[config.mk]
export PLATFORM = sky130hd
export DESIGN_NAME = somasub_serial
export DESIGN_NICKNAME = d
export VERILOG_FILES = /design/src/rtl/somasub_pkg.sv /design/src/rtl/full_adder_bit.sv /design/src/rtl/somasub_serial.sv
export SDC_FILE = /design/constraint.sdc
export NUM_CORES = 1
export LEC_CHECK = 0
export CORE_AREA = 2 2 53 55
export DETAILED_ROUTE_END_ITERATION = 12
export DIE_AREA = 0 0 55 57
export PLACE_DENSITY = 0.71
export SKIP_LAST_GASP = 1
export SYNTH_ARGS = -nofsm -noshare
export SYNTH_HDL_FRONTEND = slang
export SYNTH_SLANG_ARGS = --single-unit
[constraint.sdc]
create_clock -name clk -period 1.4 [get_ports clk]
set_input_delay 0.35 -clock clk [delete_from_list [all_inputs] [get_ports clk]]
set_output_delay 0.35 -clock clk [all_outputs]
set_load 0.005 [all_outputs]
[src/rtl/somasub_pkg.sv]
// Shared types and helpers for the bit-serial add/subtract unit.
package somasub_pkg;

  typedef enum logic [1:0] {
    IDLE = 2'd0,
    CALC = 2'd1,
    DONE = 2'd2
  } state_t;

  localparam logic OP_ADD = 1'b0;
  localparam logic OP_SUB = 1'b1;

  // Bits needed to count 0..n-1; never narrower than one bit.
  function automatic int clog2(input int n);
    int w;
    w = 1;
    while ((1 << w) < n) w++;
    return w;
  endfunction

endpackage

[src/rtl/full_adder_bit.sv]
// Single full-adder cell, reused once per cycle by the serial datapath.
module full_adder_bit (
  input  logic a,
  input  logic b,
  input  logic cin,
  output logic s,
  output logic cout
);

  // Sum and majority carry.
  always_comb begin
    s    = a ^ b ^ cin;
    cout = (a & b) | (a & cin) | (b & cin);
  end

endmodule

[src/rtl/somasub_serial.sv]
// Bit-serial add/subtract unit: one operand pair per transaction, WIDTH
// cycles through a single full adder, result plus zero/sinal/overflow/carry
// flags presented on a valid/ready output.
// Optional macro SOMASUB_STICKY_OVF_EN adds ovf_clr / ovf_sticky.
//
// state | meaning
// IDLE  | waiting for an operand pair, in_ready high
// CALC  | one result bit per edge, LSB first
// DONE  | result valid, holding until out_ready
module somasub_serial
  import somasub_pkg::*;
#(
  parameter int WIDTH = 4
) (
  input  logic             clk,
  input  logic             rst_n,
  input  logic             in_valid,
  output logic             in_ready,
  input  logic [WIDTH-1:0] a,
  input  logic [WIDTH-1:0] b,
  input  logic             op,
  output logic             out_valid,
  input  logic             out_ready,
  output logic [WIDTH-1:0] r,
  output logic             zero,
  output logic             sinal,
  output logic             overflow,
`ifdef SOMASUB_STICKY_OVF_EN
  input  logic             ovf_clr,
  output logic             ovf_sticky,
`endif
  output logic             carry
);

  localparam int CW = clog2(WIDTH);
  localparam logic [CW-1:0] LAST_BIT = CW'(WIDTH - 1);
  localparam logic [CW-1:0] MSB_IN_BIT = CW'(WIDTH - 2);

  state_t           state, next_state;
  logic             rdy_q;
  logic [WIDTH-1:0] sa, sb;
  logic             cy, c_msb_in;
  logic [CW-1:0]    cnt;
  logic             s, cout;
  logic             accept, finish;
  logic [WIDTH-1:0] res_full;

  // SA doubles as the result register: sum bits enter at the MSB as
  // operand bits leave at the LSB, so after WIDTH shifts it holds the sum.
  full_adder_bit u_fa (
    .a    (sa[0]),
    .b    (sb[0]),
    .cin  (cy),
    .s    (s),
    .cout (cout)
  );

  assign res_full = {s, sa[WIDTH-1:1]};
  assign in_ready = rdy_q;

  // Next-state decode and handshake qualifiers.
  always_comb begin
    next_state = state;
    accept     = 1'b0;
    finish     = 1'b0;
    case (state)
      IDLE: if (in_valid && rdy_q) begin
        accept     = 1'b1;
        next_state = CALC;
      end
      CALC: if (cnt == LAST_BIT) begin
        finish     = 1'b1;
        next_state = DONE;
      end
      DONE: if (out_ready) next_state = IDLE;
      default: next_state = IDLE;
    endcase
  end

  // State register; in_ready is registered so it stays low through reset
  // and rises on the first edge after release.
  always_ff @(posedge clk or negedge rst_n) begin
    if (!rst_n) begin
      state <= IDLE;
      rdy_q <= 1'b0;
    end else begin
      state <= next_state;
      rdy_q <= (next_state == IDLE);
    end
  end

  // Serial datapath and result/flag registers.
  always_ff @(posedge clk or negedge rst_n) begin
    if (!rst_n) begin
      sa        <= '0;
      sb        <= '0;
      cy        <= 1'b0;
      c_msb_in  <= 1'b0;
      cnt       <= '0;
      r         <= '0;
      zero      <= 1'b0;
      sinal     <= 1'b0;
      overflow  <= 1'b0;
      carry     <= 1'b0;
      out_valid <= 1'b0;
    end else begin
      if (accept) begin
        sa  <= a;
        sb  <= b ^ {WIDTH{op == OP_SUB}};
        cy  <= op;
        cnt <= '0;
      end else if (state == CALC) begin
        sa  <= res_full;
        sb  <= {1'b0, sb[WIDTH-1:1]};
        cy  <= cout;
        cnt <= cnt + 1'b1;
        if (cnt == MSB_IN_BIT) c_msb_in <= cout;
      end
      if (finish) begin
        r         <= res_full;
        carry     <= cout;
        overflow  <= c_msb_in ^ cout;
        zero      <= ~|res_full;
        sinal     <= s;
        out_valid <= 1'b1;
      end else if (state == DONE && out_ready) begin
        out_valid <= 1'b0;
      end
    end
  end

`ifdef SOMASUB_STICKY_OVF_EN
  // Sticky overflow: clear has priority over a coincident new overflow.
  always_ff @(posedge clk or negedge rst_n) begin
    if (!rst_n)                             ovf_sticky <= 1'b0;
    else if (ovf_clr)                       ovf_sticky <= 1'b0;
    else if (finish && (c_msb_in ^ cout))   ovf_sticky <= 1'b1;
  end
`endif

endmodule

; ---- Yosys cells after proc, flatten, opt, wreduce, memory -nomap -nowiden
; Index checks and enable logic that the tools add are counted.
[word_totals]
register_bits = 24
out_inout_bits = 10
elab_cells = 55
inputBits = 13
[classes]
eq_ne = 4
mux = 18
addsub = 1
n_bitwise = 10
n_reduce_logical = 9
[ops]
columns = op, count
row1 = $mux W4, 4
row2 = $mux W2, 5
row3 = $mux W1, 8
row4 = $eq A2 B2 Y1 const B, 3
row5 = $pmux W2 S3, 1
row6 = $logic_not A2 Y1, 2
row7 = $reduce_bool A2 Y1, 2
row8 = $reduce_or A4 Y1, 1
row9 = $xor A4 B4 Y4, 1
row10 = $and A1 B1 Y1, 3
row11 = $reduce_and A3 Y1, 1
row12 = $xor A1 B1 Y1, 3
row13 = $add A2 B1 Y2 const B, 1
row14 = $eq A2 B1 Y1 const B, 1
row15 = $logic_and A1 B1 Y1, 2
row16 = $or A1 B1 Y1, 2
row17 = $logic_not A1 Y1, 1
row18 = $not A1 Y1, 1

; ---- Depth between registers and ports, before layout
[depth]
depth_word = 5
depth_mapped = 5

; ---- Modules after synthesis
; A second synthesis with hierarchy kept.
[hier_totals]
cells_unflattened = 96
hier_area_um2 = 1064.8
[by_module_without_submodules]
columns = module, cells_per_inst, instances, area_per_inst_um2
row1 = somasub_serial, 95, 1, 1044.8
row2 = full_adder_bit, 1, 1, 20.0

; ---- Worst setup path before layout
; No wires, ideal clock.
[synth_timing]
kind = register to register
start = register cy
end = register zero
synth_period_minus_slack_ps = 1468
stages_incl_launch_ff = 4
path_buffers = 0
setup_slack_ps = -68
arrival_ps = 1384
required_time_ps = 1316
path_cell_list = dfrtp_1 fa_1 or4_1 o21ai_0
[synth_via]
elab_chain_len = 3
[synth_rtl]
columns = element, line
row1 = start: declaration, somasub_serial.sv:42  ; logic cy, c_msb_in;
row2 = start signal: assignment, somasub_serial.sv:110  ; cy <= op;
row3 = start signal: assignment, somasub_serial.sv:115  ; cy <= cout;
row4 = $xor A1 B1 Y1, full_adder_bit.sv:12  ; s = a ^ b ^ cin;
row5 = via s, somasub_serial.sv:44  ; logic s, cout;
row6 = $reduce_or A4 Y1, somasub_serial.sv:123  ; zero <= ~|res_full;
row7 = $logic_not A1 Y1, somasub_serial.sv:123
row8 = end signal: assignment, somasub_serial.sv:123
row9 = end: declaration, somasub_serial.sv:25  ; output logic zero,
; The timed path passes the listed nets, and every way through them passes these cells.
; A chain may end at the register's enable or synchronous reset.

; ---- Worst setup path after layout
[layout_timing]
start = register sb[0]
end = register zero
[layout_via]
elab_chain_len = 4
[layout_rtl]
columns = element, line
row1 = start: declaration, somasub_serial.sv:41  ; logic [WIDTH-1:0] sa, sb;
row2 = start signal: assignment, somasub_serial.sv:109  ; sb <= b ^ {WIDTH{op == OP_SUB}};
row3 = start signal: assignment, somasub_serial.sv:114  ; sb <= {1'b0, sb[WIDTH-1:1]};
row4 = $xor A1 B1 Y1 (2 in series), full_adder_bit.sv:12
row5 = via s, somasub_serial.sv:44
row6 = $reduce_or A4 Y1, somasub_serial.sv:123
row7 = $logic_not A1 Y1, somasub_serial.sv:123
; The timed path passes the listed nets, and every way through them passes these cells.

==> results.sh <==
export IMPL_cp_required_ps=1640
export IMPL_vias=808
export IMPL_fin_crit_ps=1510
export IMPL_synth_edf_count=0
export IMPL_synth_top_cell_area_share=0.539
export IMPL_clk_pin_slew_worst_paths_ps=130
export IMPL_setup_violations=2
export IMPL_insertion_delay_ps=300
export IMPL_port_buffers=22
export IMPL_end_kind="flip-flop"
export IMPL_hold_slack_ps=382
export IMPL_grt_first_pass_wirelength_um=3480
export IMPL_hold_viol=0
export IMPL_start_kind="flip-flop"
export IMPL_rsz0062_at_grt="yes"
export IMPL_syn_inst=99
export IMPL_final_setup_worst_slack_ps=-107
export IMPL_antenna_found_initial=0
export IMPL_hpwl_um=1600
export IMPL_n_fill_cell=245
export IMPL_yosysMostFrequentCell="dfrtp_1"
export IMPL_cts_htree_levels=1
export IMPL_final_nets=150
export IMPL_core_um2=2620
export IMPL_fmax_mhz=664
export IMPL_p_leak_nw=0.685
export IMPL_ff2ff_setup_slack_ps=-110
export IMPL_cts_inserted_buffers=3
export IMPL_p_sw_w=0.00104
export IMPL_grt_pass1_vias=819
export IMPL_clk_path_buf_depth=2
export IMPL_area_delta_synth_final_pct=33.1
export IMPL_stdcell_area_um2=1420
export IMPL_antenna_cells=0
export IMPL_grt_overflow_total=0
export IMPL_postSynthAreaPerCell_um2=10.8
export IMPL_ys_seq_area_frac=0.539
export IMPL_clock_sinks=23
export IMPL_grt_max_degree=24
export IMPL_wl_per_cell_um=12.9
export IMPL_worst_pin_slew_ps=444
export IMPL_place_area_um2=1370
export IMPL_netSwitchingFraction=0.356
export IMPL_fin_worst_skew_ps=9.27
export IMPL_rows=19
export IMPL_drv_slew=0
export IMPL_hp_class="primary input to async pin"
export IMPL_multi_input_area_um2=452
export IMPL_min_period_over_period=1.08
export IMPL_async_flop_share=1.00
export IMPL_drc=0
export IMPL_drt_pass1_iterations=3
export IMPL_power_density_nw_per_um2=2050
export IMPL_pwr_share_seq=0.416
export IMPL_final_setup_tns_ps=-113
export IMPL_worstPathArrival_ps=1750
export IMPL_failed_checks="setup timing"
export IMPL_yosys_warnings=0
export IMPL_synth_top_area_cell="dfrtp_1"
export IMPL_die_w_um=55
export IMPL_combPwrFrac=0.483
export IMPL_yosys_most_used_dff="dfrtp_1"
export IMPL_cts_tree="yes"
export IMPL_syn_area_um2=1070
export IMPL_clockRootBuffer="clkbuf_4"
export IMPL_p_int_w=0.00188
export IMPL_cap_violations=0
export IMPL_ff_latch_area_um2=576
export IMPL_grtUsageTotal=0.153
export IMPL_p_clk_frac=0.102
export IMPL_first_iter_violations=15
export IMPL_maxSlewHeadroom=0.704
export IMPL_ant_nets=0
export IMPL_ctsHoldBuffers=0
export IMPL_place_gp_congestion=0.787
export IMPL_synth_nets=115
export IMPL_ys_seq_elements=23
export IMPL_drive_above_1_share=0.203
export IMPL_peakVddDrop_uv=921
export IMPL_totalWireLength_um=2110
export IMPL_start_util=0.409
export IMPL_die_h_um=57
export IMPL_vias_per_cell=4.93
export IMPL_yosysUniqueCellTypes=28
export IMPL_status="finished with violations"
export IMPL_crit_type="flip-flop to flip-flop"
export IMPL_synthTopCellsByCount="23 x dfrtp_1, 17 x nand2_1, 8 x nor2_1"
export IMPL_cp_max_fo=2
export IMPL_io_pins=23
export IMPL_die_area_um2=3140
export IMPL_synthTopCellsByArea="dfrtp_1 54%, nand2_1 6.0%, mux2_2 5.3%"
metrics by stage:
step / setup slack (ps) / power, W / std cells / util
6_report: -107 / 0.00291 / 164 / 0.544
5_1_grt: -148 / 0.00318 / 164 / 0.544
4_1_cts: -114 / 0.00294 / 164 / 0.542
3_5_place_dp: -142 / 0.00266 / 156 / 0.525
3_3_place_gp: -117 / 0.00257 / 156 / 0.525
2_1_floorplan: -51.7 / 0.00204 / 99 / -
final timing paths:
kind | from | endpoint | cells after the start
max in group asynchronous | rst_n | in_ready$_DFF_PN0_ | 2
worst max register to register | sb[0]$_DFFE_PN0P_ | zero$_DFFE_PN0P_ | 3
worst min register to register | zero$_DFFE_PN0P_ | zero$_DFFE_PN0P_ | 2
min in group clk | zero$_DFFE_PN0P_ | zero$_DFFE_PN0P_ | 2
worst max-delay path | sb[0]$_DFFE_PN0P_ | zero$_DFFE_PN0P_ | 3
worst min-delay path | rst_n | r[0]$_DFFE_PN0P_ | 2
worst max-delay path: stages, from the launching register on:
cell	delay, ps
dfrtp_1	420
fa_1	500
or4_1	410
o21ai_1	130
timing repair:
action | 4_1_cts | 5_1_grt
gates resized for setup | 10 | 3
pin swaps | 1 | 1
setup endpoints to repair | 12 | 8
setup buffers | 4 | 0
power groups by stage:
| stage | Combinational, W | Sequential, W | Clock, W |
|---|---|---|---|
| finish | 0.00141 | 0.00121 | 0.000296 |
| global route | 0.00158 | 0.00126 | 0.000338 |
| CTS | 0.00142 | 0.00121 | 0.000311 |
| detailed placement | 0.00142 | 0.00123 | 0 |
| global placement | 0.00136 | 0.00122 | 0 |
| floorplan | 0.000852 | 0.00119 | 0 |
sequential cells by signal (all words and copies together) (netlist names), 2 cells and up:
signal,cells
r,4
sa,4
sb,4
cnt,2
state,2
cell families after synthesis:
group / after synthesis / synth area share
and+or+nand+nor: 37 / 0.170
DFF: 23 / 0.539
AOI/OAI and AO/OA: 17 / 0.0948
buffers and inverters: 8 / 0.0468
muxes: 6 / 0.0667
xor gates and xnor gates: 5 / 0.0410
adders and majority gates: 3 / 0.0422
area by class of cell:
cell class,count,share of cell area
repair buffers,36,0.226
clock inverters,1,0.00352
clock buffers,3,0.0158
inverters,2,0.00528
well taps,31,0.0273
flip-flops and latches,23,0.405
multi-input cells,68,0.318
cell usage in the layout (no fill, tap or decap), drive strengths merged, types with 2 or more instances in the layout:
cell type       n
nand3           5
dlygate4sd2     9
nor2            8
xnor2           3
xor2            2
a31oi           5
inv             2
buf            14
clkdlybuf4s50  12
ha              2
mux2            6
clkbuf          4
a22oi           2
nand2          17
dfrtp          23
o21ai           8
metal layers:
| layer | GRT usage | share of wire | wire, um | up-vias |
|---|---|---|---|---|
| li1 | - | - | - | 406 |
| met1 | 0.181 | 0.42 | 887 | 381 |
| met2 | 0.269 | 0.52 | 1110 | 19 |
| met3 | 0.0340 | 0.048 | 102 | 2 |
| met4 | 0.0453 | 0.0090 | 19 | 0 |
| met5 | 0 | 0 | 0 | - |
Note: power is estimated with default switching activity, not from simulation.
